$ cat config.mk
export PLATFORM = sky130hd
export DESIGN_NAME = eth_hdr_tx
export DESIGN_NICKNAME = d
export VERILOG_FILES = /design/src/rtl/eth_hdr_tx.sv
export SDC_FILE = /design/constraint.sdc
export NUM_CORES = 1
export LEC_CHECK = 0
export ABC_AREA = 0
export BUFFER_PORTS_ARGS = -buffer_cell sky130_fd_sc_hd__buf_2
export CAP_MARGIN = 25
export CORE_MARGIN = 2
export CORE_UTILIZATION = 29
export DETAILED_ROUTE_END_ITERATION = 12
export PLACE_DENSITY = 0.54
export SYNTH_ARGS = -nofsm -noshare
export SYNTH_HDL_FRONTEND = slang
export SYNTH_SLANG_ARGS = --single-unit
$ cat constraint.sdc
create_clock -name clk -period 2.7 [get_ports clk]
set_clock_uncertainty 0.1 [all_clocks]
set_input_delay 0.27 -clock clk [delete_from_list [all_inputs] [get_ports clk]]
set_output_delay 0.27 -clock clk [all_outputs]
set_load 0.005 [all_outputs]
$ cat src/rtl/eth_hdr_tx.sv
// Ethernet II header serialiser for the TX path: streams dst MAC, src MAC and ethertype as N-bit
// chunks (MSB first), then forwards the payload stream with one cycle of latency.
module eth_hdr_tx #(
  parameter int unsigned N          = 2,
  parameter logic [15:0] ETYPE_IPV4 = 16'h0800,
  parameter logic [15:0] ETYPE_ARP  = 16'h0806
) (
  input  logic         clk,
  input  logic         rst,
  input  logic         start,
  input  logic [47:0]  dst_mac,
  input  logic [47:0]  src_mac,
  input  logic         etype_sel,
  input  logic [N-1:0] axiid,
  input  logic         axiiv,
  output logic         axiir,
  output logic [N-1:0] axiod,
  output logic         axiov,
  output logic         busy,
  output logic         done
);

  localparam int unsigned HDR_CHUNKS  = 112 / N;
  localparam int unsigned MAC_CHUNKS  = 48 / N;
  localparam int unsigned TYPE_CHUNKS = 16 / N;
  localparam int unsigned CW          = $clog2(HDR_CHUNKS) + 1;

  localparam logic [CW-1:0] MAC_LAST  = CW'(MAC_CHUNKS - 1);
  localparam logic [CW-1:0] TYPE_DONE = CW'(TYPE_CHUNKS);

  typedef enum logic [2:0] {
    StIdle,
    StDst,
    StSrc,
    StType,
    StPayload
  } state_t;

  state_t        state;
  logic [CW-1:0] count;
  logic [47:0]   dst_q;
  logic [47:0]   src_q;
  logic [15:0]   etype_q;

  logic [47:0]   field;
  logic [47:0]   field_sh;
  logic [N-1:0]  chunk;

  // Left-align the active field and shift the next chunk into the top N bits.
  always_comb begin
    field = '0;
    unique case (state)
      StDst:   field = dst_q;
      StSrc:   field = src_q;
      StType:  field = {etype_q, 32'h0};
      default: field = '0;
    endcase
    field_sh = field << (N * count);
    chunk    = field_sh[47 -: N];
  end

  // Ready opens while the last ethertype chunk is on the output, so payload follows with no gap.
  assign axiir = ((state == StType) && (count == TYPE_DONE)) || (state == StPayload);
  assign busy  = (state != StIdle);

  always_ff @(posedge clk) begin
    if (rst) begin
      state   <= StIdle;
      count   <= '0;
      dst_q   <= '0;
      src_q   <= '0;
      etype_q <= '0;
      axiod   <= '0;
      axiov   <= 1'b0;
      done    <= 1'b0;
    end else begin
      done <= 1'b0;
      if (axiir) begin
        if (axiiv) begin
          axiod <= axiid;
          axiov <= 1'b1;
          state <= StPayload;
          if (count != '1) count <= count + 1'b1;
        end else begin
          axiov <= 1'b0;
          done  <= 1'b1;
          state <= StIdle;
          count <= '0;
        end
      end else begin
        case (state)
          StIdle: begin
            if (start) begin
              dst_q   <= dst_mac;
              src_q   <= src_mac;
              etype_q <= etype_sel ? ETYPE_ARP : ETYPE_IPV4;
              axiod   <= dst_mac[47 -: N];
              axiov   <= 1'b1;
              count   <= CW'(1);
              state   <= StDst;
            end
          end
          StDst: begin
            axiod <= chunk;
            axiov <= 1'b1;
            if (count == MAC_LAST) begin
              state <= StSrc;
              count <= '0;
            end else begin
              count <= count + 1'b1;
            end
          end
          StSrc: begin
            axiod <= chunk;
            axiov <= 1'b1;
            if (count == MAC_LAST) begin
              state <= StType;
              count <= '0;
            end else begin
              count <= count + 1'b1;
            end
          end
          StType: begin
            axiod <= chunk;
            axiov <= 1'b1;
            count <= count + 1'b1;
          end
          default: begin
            state <= StIdle;
            count <= '0;
            axiov <= 1'b0;
          end
        endcase
      end
    end
  end

endmodule

== Yosys cells after proc, flatten, opt, wreduce, memory -nomap -nowiden ==
Index checks and enable logic that the tools add are counted.
Cells by class
  equal/unequal tests: 13
  multiplexer cells: 23
  add/subtract/negate cells: 1
  shift operators: 1
  reduce and logical (&&, ||, !) cells: 12
  bitwise operators: 1
Operators with widths (number)
  $pmux W48 S3: 1
  $shl A48 B8 Y48: 1
  $mux W7: 5
  $pmux W7 S3: 1
  $mux W3: 6
  $pmux W3 S4: 1
  $ne A3 B3 Y1 const B: 3
  $add A7 B1 Y7 const B: 1
  $eq A7 B4 Y1 const B: 1
  $eq A7 B5 Y1 const B: 1
  $ne A7 B7 Y1 const B: 1
  $eq A3 B2 Y1 const B: 2
  $mux W2: 3
  $reduce_and A3 Y1: 2
  $reduce_bool A3 Y1: 2
  $mux W1: 4
  $ne A2 B2 Y1 const B: 2
  $pmux W2 S2: 1
  $reduce_and A4 Y1: 1
  $reduce_or A2 Y1: 2
  $eq A3 B1 Y1 const B: 1
  $eq A3 B3 Y1 const B: 1
  $logic_not A3 Y1: 1
  $ne A3 B2 Y1 const B: 1
  6 further kinds: 6
Storage, ports and cells
  output and inout bits: 6
  flip-flop bits (word level): 126

== Longest topological paths before layout ==
Gate-level depths: netlist of the first run.
  depth after elaboration: 5
  gate-level depth with buffers: 10
  gate-level depth less buffers: 8

== Least setup slack after synthesis of the first run ==
OpenSTA, ideal clock, no wires.
  path type: register to register
  start point: register count[1]
  end point: register axiod[1]
  cell stages (with the launch flop): 10
  arrival: 2078 ps
  buffers on the path: 1
  slack: 464 ps
  library setup time: 58 ps
  cells stage by stage: dfxtp_1 > clkbuf_1 > clkinv_1 > ha_1 > nand3b_1 > o41ai_1 > a211o_1 > a311o_1 > a21oi_1 > a211o_1
On the way
  word-level cells in the longest chain between the ends: 5
RTL lines
  from (decl): line 40  | logic [CW-1:0] count;
  from (signal assigned): line 83  | if (count != '1) count <= count + 1'b1;
  from (signal assigned): line 110  | count <= count + 1'b1;
  from (signal assigned): line 120  | count <= count + 1'b1;
  branches (longest 5 deep; another with $shl A48 B8 Y48)
  to (signal assigned): line 80  | axiod <= axiid;
  to (signal assigned): line 97  | axiod <= dst_mac[47 -: N];
  to (signal assigned): line 104  | axiod <= chunk;
  to (decl): line 17  | output logic [N-1:0] axiod,
Several ways; the timed one is not identified.
A chain may end at the register's enable or synchronous reset.

== Final worst setup path of the first run ==
  start point: register count[6]
  end point: output port axiir
On the way
  word-level cells in the longest chain between the ends: 3
RTL lines
  $eq A7 B4 Y1: line 63  | assign axiir = ((state == StType) && (count == TYPE_DONE)) || (state == StPayload);
  $logic_and A1 B1 Y1: line 63
  $logic_or A1 B1 Y1: line 63
  to (decl): line 16  | output logic axiir,
Every way passes these cells.

==> metrics, run 1 <==
Slew headroom=0.558; Top delay family on crit path=simple AND/OR/NAND/NOR gates; Antenna diodes=0; Yosys top cell by area=dfxtp_1; most frequent cells after synthesis=207 x nand2_1, 112 x dfxtp_1, 107 x a21oi_1; routability cong.=0.947; post-CTS sizing=0; setup TNS=0 ns; share of power burned in registers=0.393; Synth async-reset ratio=0; global-route wire length before repair=24500 um; switching portion of total power=0.372; Pwr Density=888 nW/um^2; largest net degree at the start of global routing=92; Tmin final=2.39 ns; worst path bufs/invs=2; syn_area_per_cell=7.79 sq um; worst skew pair latency=0.36 ns; IO Count=109; critical path class=flip-flop to output pin; Area contributors post-synth=dfxtp_1 44%, nand2_1 15%, a21oi_1 10%; Hold Violations, Final=0; routed len/inst=16.3 um; Max Root-Sink Buffers=2; DRC viols=0; Worst Setup SP=count[6]; Initial Utilization=0.296; measured slew at the worst slew-check pin=0.662 ns; number of nets with antenna violations after routing=0; FF-to-FF Start=count[0]; adder-cell share of the synthesized area=0.00685; vias=4899; fin crit share=0.886; Max Clock Freq=0.418 GHz; Post-DP HPWL=11400 um; TritonCTS Sinks=112; First-pass DRT Iterations=5; post-route setup slack=0.308 ns; Hold Crit Class=input pin to flip-flop; CP Data Required Time=2.33 ns; CP peak stage delay=0.47 ns; die area=18700 sq um; Setup violations, final=0; Slew Limit Fails=0; clock root cell=clkbuf_16; final core utilization=0.359; Distinct cells, synth=61; worst hold start=dst_mac[7]; postcts setup bufs=0; initial drt markers=327; logic gate share of total power=0.355; Core ar.=17300 sq um; syn_nets=762; Compound-Gate Fraction of Synth Area=0.241; Lkg Pwr=2.41 nW; fin cells=970; final WL=15800 um; Worst Path Max Fanout=6; Layout Nets=846; crit start category=flip-flop; CP max-delay cell=or3_1; status=complete, no violations; PortBufs=108; Die X=137 um; GR Util All Layers=0.173; initial antenna violation count=0; Hold WS=0.0413 ns; Clock transition at path regs=0.07 ns; DP Area=5890 sq um; H-tree levels=3; mux contribution to synthesized area=0.0174; Synth Area in XOR/XNOR=0.00514; Primary FF master, synth=dfxtp_1; sequential share of the synthesized area=0.438; Cells after Synth=657; Syn Std Cell Area=5110 sq um; crit path capture type=output pin; largest family of logic cells by synthesized area=compound AO/OA/AOI/OAI gates; row count=48; final instance area=6200 sq um; vias in the first global route=4505; maximum vdd drop=0.000421 V; clock network power share=0.252; Tot Pwr=5.51 mW; total CTS buffers=9; top-count cell post-synth=nand2_1; Synth-to-Final Area Change=21.3%; share of layout cells above drive strength 1=0.215; Via density=5.05; switching power total=2.05 mW; Ys Warns=0; RSZ-0062 raised after global routing=no; EDFF count, synth=0; Hold Buf Count CTS=0; Max Cap Viol=0; placed insts=955; dpl ws=0.231 ns; crit path DAT=2.02 ns; Cell Int Power=3.46 mW; chip height=137 um; post-synth top area share=0.438; grt ovf=0; CTS tree=yes; Synth Area in Simple Gates=0.235; Yosys reg bits=112; CP cell instances=or3_1, nor4_2, nor2_1, inv_1, buf_2
-- placed cells by master (no fill, tap or decap), drive strengths merged, types with 3 or more instances in the layout --
cell	netlist	layout
o22ai	6	6
a221oi	30	30
o21ai	4	4
nand3b	3	3
dfxtp	112	112
inv	8	8
nand3	3	3
nor4b	3	3
nor2b	3	3
a22oi	15	15
a211oi	4	4
o211ai	3	3
buf	19	128
a21oi	107	107
nand2	207	207
mux2	3	3
nor3	19	19
clkbuf	36	13
xnor2	3	3
nor2	18	18
nand2b	3	3
a21o	3	3
-- final timing paths --
check / to / slack, ns / cells after the start
worst max-delay path: axiir / 0.31 / 5
worst min-delay path: dst_q[7] / 0.04 / 3
worst max register to register: axiod[0] / 0.34 / 7
worst min register to register: dst_q[35] / 0.36 / 2
-- flip-flops by register name (all words and copies together) (netlist names) --
signal	cells
axiod	2
count	7
etype_q	2
dst_q	48
src_q	48
axiov	1
state	3
done	1
-- cells by family (layout without fill, tap and decap cells) --
group | count (synthesis) | after routing
AOI/OAI and AO/OA | 192 | 192
xor gates and xnor gates | 3 | 3
adders and majority gates | 3 | 3
buffers and inverters | 65 | 153
DFF | 112 | 112
muxes | 6 | 6
and+or+nand+nor | 276 | 276
-- power groups by stage --
stage / clock network, mW / registers [mW] / logic (mW)
2_1_floorplan: 0 / 2.09 / 1.39
3_3_place_gp: 0 / 2.21 / 1.93
3_5_place_dp: 0 / 2.20 / 1.96
4_1_cts: 1.42 / 2.17 / 1.97
5_1_grt: 1.49 / 2.20 / 2.18
6_report: 1.39 / 2.17 / 1.96
-- area by class of cell --
cell class,count,area (sq um)
clock inverter,2,37.5
clock buffer,13,270
multi-input combinational,480,2590
sequential,112,2240
fill,1873,11100
tap,225,282
inverter,10,37.5
timing repair buffer,128,743
-- metal layers --
| metal | track usage | up-vias | routed length [um] |
|---|---|---|---|
| li1 | - | 2475 | - |
| met1 | 0.236 | 2230 | 7350 |
| met2 | 0.264 | 173 | 6980 |
| met3 | 0.0441 | 21 | 1150 |
| met4 | 0.0584 | 0 | 332 |
| met5 | 0 | - | 0 |
-- worst register-to-register path: stages (launching register included) --
cell and delay, ns:
dfxtp_1 0.41, buf_4 0.22, nor4b_2 0.40, a21oi_1 0.13, o211a_1 0.14, or4b_1 0.54
o211a_1 0.16, a211oi_2 0.19
Note: power is estimated with default switching activity, not from simulation.
==> run 2: changes to the inputs <==
Settings changed: RECOVER_POWER from default to 25.
==> metrics, run 2 (same netlist as run 1, synthesis figures left out) <==
status=complete, no violations; Top Registers=dst_q (48), src_q (48), count (7); Clock transition at path regs=0.07 ns (about the same); Max Clock Freq=0.417 GHz (-0.29%); initial drt markers=325 (-0.61%); initial antenna violation count=0 (unchanged); routed len/inst=16.2 um (-0.28%); maximum vdd drop=0.000421 V (about the same); switching portion of total power=0.372 (about the same); Initial Utilization=0.296 (unchanged); R2R depth=7 (unchanged); Hold Buf Count CTS=0 (unchanged); number of nets with antenna violations after routing=0 (unchanged); most frequent cells in the layout=206 x nand2_1, 112 x dfxtp_1, 107 x a21oi_1, 103 x buf_2, 29 x a221oi_1; share of power burned in registers=0.394 (about the same); Setup violations, final=0 (unchanged); Cell Int Power=3.45 mW (-0.19%); DRC viols=0 (unchanged); routability cong.=0.947 (unchanged); clock network power share=0.253 (about the same); critical path class=flip-flop to flip-flop; hold path cells=3 (unchanged); row count=48 (unchanged); PortBufs=108 (unchanged); Synth-to-Final Area Change=21.1%; Via density=5.01 (-0.88%); Lkg Pwr=2.39 nW (-0.70%); TritonCTS Sinks=112 (unchanged); Slew headroom=0.539 (-0.0194); measured slew at the worst slew-check pin=0.691 ns (+0.0291 ns); grt ovf=0 (unchanged); worst skew pair latency=0.36 ns (about the same); total CTS buffers=9 (unchanged); Max Cap Viol=0 (unchanged); crit path capture type=flip-flop; Max Root-Sink Buffers=2 (unchanged); crit path DAT=2.59 ns (+0.57 ns); vias=4856 (-0.88%); global-route wire length before repair=24500 um (unchanged); Tmin final=2.40 ns (+0.00701 ns); First-pass DRT Iterations=5 (unchanged); clock root cell=clkbuf_16; CP Data Required Time=2.90 ns (+0.57 ns); commonest non-fill, non-tap cell in the layout=nand2_1; Pwr Density=888 nW/um^2 (about the same); setup TNS=0 ns (unchanged); Hold Crit Class=input pin to flip-flop; die area=18700 sq um (unchanged); Core ar.=17300 sq um (unchanged); vias in the first global route=4505 (unchanged); logic gate share of total power=0.354 (about the same); Post-DP HPWL=11400 um (unchanged); largest net degree at the start of global routing=92 (unchanged); IO Count=109 (unchanged); RSZ-0062 raised after global routing=no; final core utilization=0.358 (-0.000361); Die X=137 um (unchanged); Tot Pwr=5.50 mW (-0.18%); Antenna diodes=0 (unchanged); share of layout cells above drive strength 1=0.209 (-0.00537); chip height=137 um (unchanged); switching power total=2.05 mW (-0.17%); GR Util All Layers=0.173 (unchanged); final WL=15800 um (-0.28%); H-tree levels=3 (unchanged); Worst Path Max Fanout=38 (+32); Slew Limit Fails=0 (unchanged); fin crit share=0.888 (+0.00260); Fill cells=1874 (+0.053%); Layout Nets=846 (unchanged); CTS tree=yes; crit start category=flip-flop; Hold Violations, Final=0 (unchanged)
run 2: cell count changes in the layout (fill, tap and decap cells not counted), sizes merged:
cell    previous run  this run
clkbuf            13        17
buf              128       124
run 2: worst paths after layout:
kind                    from         to  slack (ns)
setup / recovery    state[0]  src_q[47]        0.30
hold / removal    dst_mac[7]   dst_q[7]        0.04
setup reg to reg    state[0]  src_q[47]        0.30
hold reg to reg    dst_q[35]  dst_q[35]        0.36
run 2: final cells by class:
type                            count  area, sq um  area share
Multi-Input combinational cell    480         2590       0.418
Tap cell                          225          282      0.0454
Inverter                           10         37.5     0.00606
Clock inverter                      2         37.5     0.00606
Timing Repair Buffer              128          738       0.119
Clock buffer                       13          270      0.0436
Sequential cell                   112         2240       0.362
run 2: stage by stage:
stage | instance area, sq um | std cells | hold slack, ns | setup slack, ns
2_1_floorplan | 5110 | 657 | 0.249 | 0.464
3_3_place_gp | 5890 | 955 | 0.344 | 0.281
3_5_place_dp | 5890 | 955 | 0.348 | 0.231
4_1_cts | 6200 | 970 | 0.0237 | 0.211
5_1_grt | 6200 | 970 | 0.0408 | 0.0614
6_report | 6200 | 970 | 0.0406 | 0.301
run 2: routing by layer:
metal / wire length (um) / global-route usage
met5: 0 / 0
met3: 1130 / 0.0441
met4: 323 / 0.0584
met2: 6950 / 0.264
met1: 7360 / 0.236
run 2: power groups by stage:
stage          logic (mW)  clock network (mW)  registers [mW]
3_5_place_dp         1.96                   0            2.20
2_1_floorplan        1.39                   0            2.09
5_1_grt              2.18                1.49            2.20
6_report             1.94                1.39            2.17
4_1_cts              1.97                1.42            2.17
3_3_place_gp         1.93                   0            2.21
run 2: timing repair:
action                     4_1_cts  5_1_grt
setup endpoints to repair        0        1
gates resized for setup          0        1
hold endpoints to repair         0        0
buffers inserted                 0        0
run 2: critical path, stage by stage (launching register included):
cell	delay, ns
dfxtp_1	0.31
buf_4	0.16
buf_4	0.19
nor3_1	0.33
and2_2	0.65
buf_4	0.35
nand2_1	0.11
a21oi_1	0.12
==> run 3: changes to the inputs <==
Settings changed: CORE_MARGIN 2 to default, TNS_END_PERCENT from default to 10.
==> metrics, run 3 (same netlist as run 1, synthesis figures left out) <==
Core ar.=17200 sq um (-0.35%); Initial Utilization=0.297 (+0.00103); clock network power share=0.251 (-0.002); Top Registers=dst_q (48), src_q (48), count (7); TritonCTS Sinks=112 (unchanged); Synth-to-Final Area Change=21.6%; RSZ-0062 raised after global routing=no; Die X=135 um (-1.5%); worst skew pair latency=0.36 ns (about the same); Clock transition at path regs=0.08 ns (about the same); Worst Path Max Fanout=7 (-82%); post-CTS sizing=0 (unchanged); DRC viols=0 (unchanged); global-route wire length before repair=24900 um (+1.9%); share of layout cells above drive strength 1=0.212 (+0.00260); Hold Buf Count CTS=0 (unchanged); share of power burned in registers=0.394 (about the same); Hold Violations, Final=0 (unchanged); Post-DP HPWL=11500 um (+0.49%); fin cells=975 (+0.52%); die area=18200 sq um (-2.9%); final WL=15600 um (-0.75%); grt ovf=0 (unchanged); row count=48 (unchanged); Slew Limit Fails=0 (unchanged); initial drt markers=330 (+1.5%); initial antenna violation count=0 (unchanged); Hold Crit Class=input pin to flip-flop; number of nets with antenna violations after routing=0 (unchanged); PortBufs=108 (unchanged); Max Root-Sink Buffers=2 (unchanged); Tmin final=2.43 ns (+0.0307 ns); crit path DAT=2.58 ns (about the same); largest net degree at the start of global routing=81 (-12%); Cell Int Power=3.40 mW (-1.4%); Pwr Density=883 nW/um^2 (-0.54%); logic gate share of total power=0.355 (about the same); vias=4931 (+1.5%); maximum vdd drop=0.000401 V (-4.9%); Max Clock Freq=0.412 GHz (-1.3%); post-route setup slack=0.271 ns (-0.0307 ns); Slew headroom=0.493 (-0.0456); CTS tree=yes; measured slew at the worst slew-check pin=0.752 ns (+0.0614 ns); setup TNS=0 ns (unchanged); Setup violations, final=0 (unchanged); First-pass DRT Iterations=5 (unchanged); dpl ws=0.317 ns (+0.0856 ns); status=complete, no violations; switching portion of total power=0.380 (+0.00766); most frequent cells in the layout=206 x nand2_1, 112 x dfxtp_1, 107 x a21oi_1, 103 x buf_2, 29 x a221oi_1; total CTS buffers=9 (unchanged); routability cong.=0.920 (-2.8%); switching power total=2.09 mW (+1.9%); vias in the first global route=4607 (+2.3%); Layout Nets=850 (+0.47%); routed len/inst=16.0 um (-1.3%); Max Cap Viol=0 (unchanged); hold path cells=3 (unchanged); Lkg Pwr=2.42 nW (+0.98%); crit start category=flip-flop; crit path capture type=flip-flop; GR Util All Layers=0.178 (+0.00523); H-tree levels=3 (unchanged); postcts setup bufs=0 (unchanged); Via density=5.06 (+1.0%); clock root cell=clkbuf_16; chip height=135 um (-1.5%); IO Count=109 (unchanged); Tot Pwr=5.49 mW (-0.16%); fin crit share=0.900 (+0.0114); commonest non-fill, non-tap cell in the layout=nand2_1; Antenna diodes=0 (unchanged); placed insts=959 (+0.42%); R2R depth=6 (-1); critical path class=flip-flop to flip-flop; CP Data Required Time=2.85 ns (-0.05 ns)
==> run 3: critical path: stages, from the launching register on <==
cell	delay, ns
dfxtp_1	0.36
or3_1	0.47
o41ai_1	0.50
a211o_1	0.39
a311o_1	0.17
a21oi_1	0.09
a211o_1	0.25
==> run 3: metrics by stage <==
stage,hold slack (ns),util,instance area (sq um)
floorplan,0.249,-,5110
global placement,0.345,0.344,5920
detailed placement,0.349,0.344,5920
CTS,0.0344,0.361,6230
global route,0.0403,0.361,6220
finish,0.0452,0.361,6220
==> run 3: cell type report <==
cell class                 instances  area (sq um)
fill                            1852         11000
multi-input combinational        480          2590
sequential                       112          2240
timing repair buffer             132           766
tap                              225           282
clock buffer                      11           243
clock inverter                     5          63.8
inverter                          10          37.5
==> run 3: path summary, 6_finish.rpt <==
path	slack [ns]	start	end
worst max-delay path	0.27	count[6]	axiod[1]
worst min-delay path	0.05	src_mac[2]	src_q[2]
worst max register to register	0.27	count[6]	axiod[1]
worst min register to register	0.36	src_q[32]	src_q[32]
==> run 3: layer usage <==
layer / track usage / share of wire
met1: 0.236 / 0.47
met2: 0.289 / 0.47
met3: 0.0432 / 0.055
met4: 0.0449 / 0.012
met5: 0 / 0
==> run 3: power groups by stage <==
stage	clock (mW)	combinational (mW)	sequential (mW)
floorplan	0	1.39	2.09
global placement	0	1.95	2.21
detailed placement	0	1.96	2.20
CTS	1.41	1.96	2.17
global route	1.47	2.17	2.20
finish	1.38	1.95	2.16
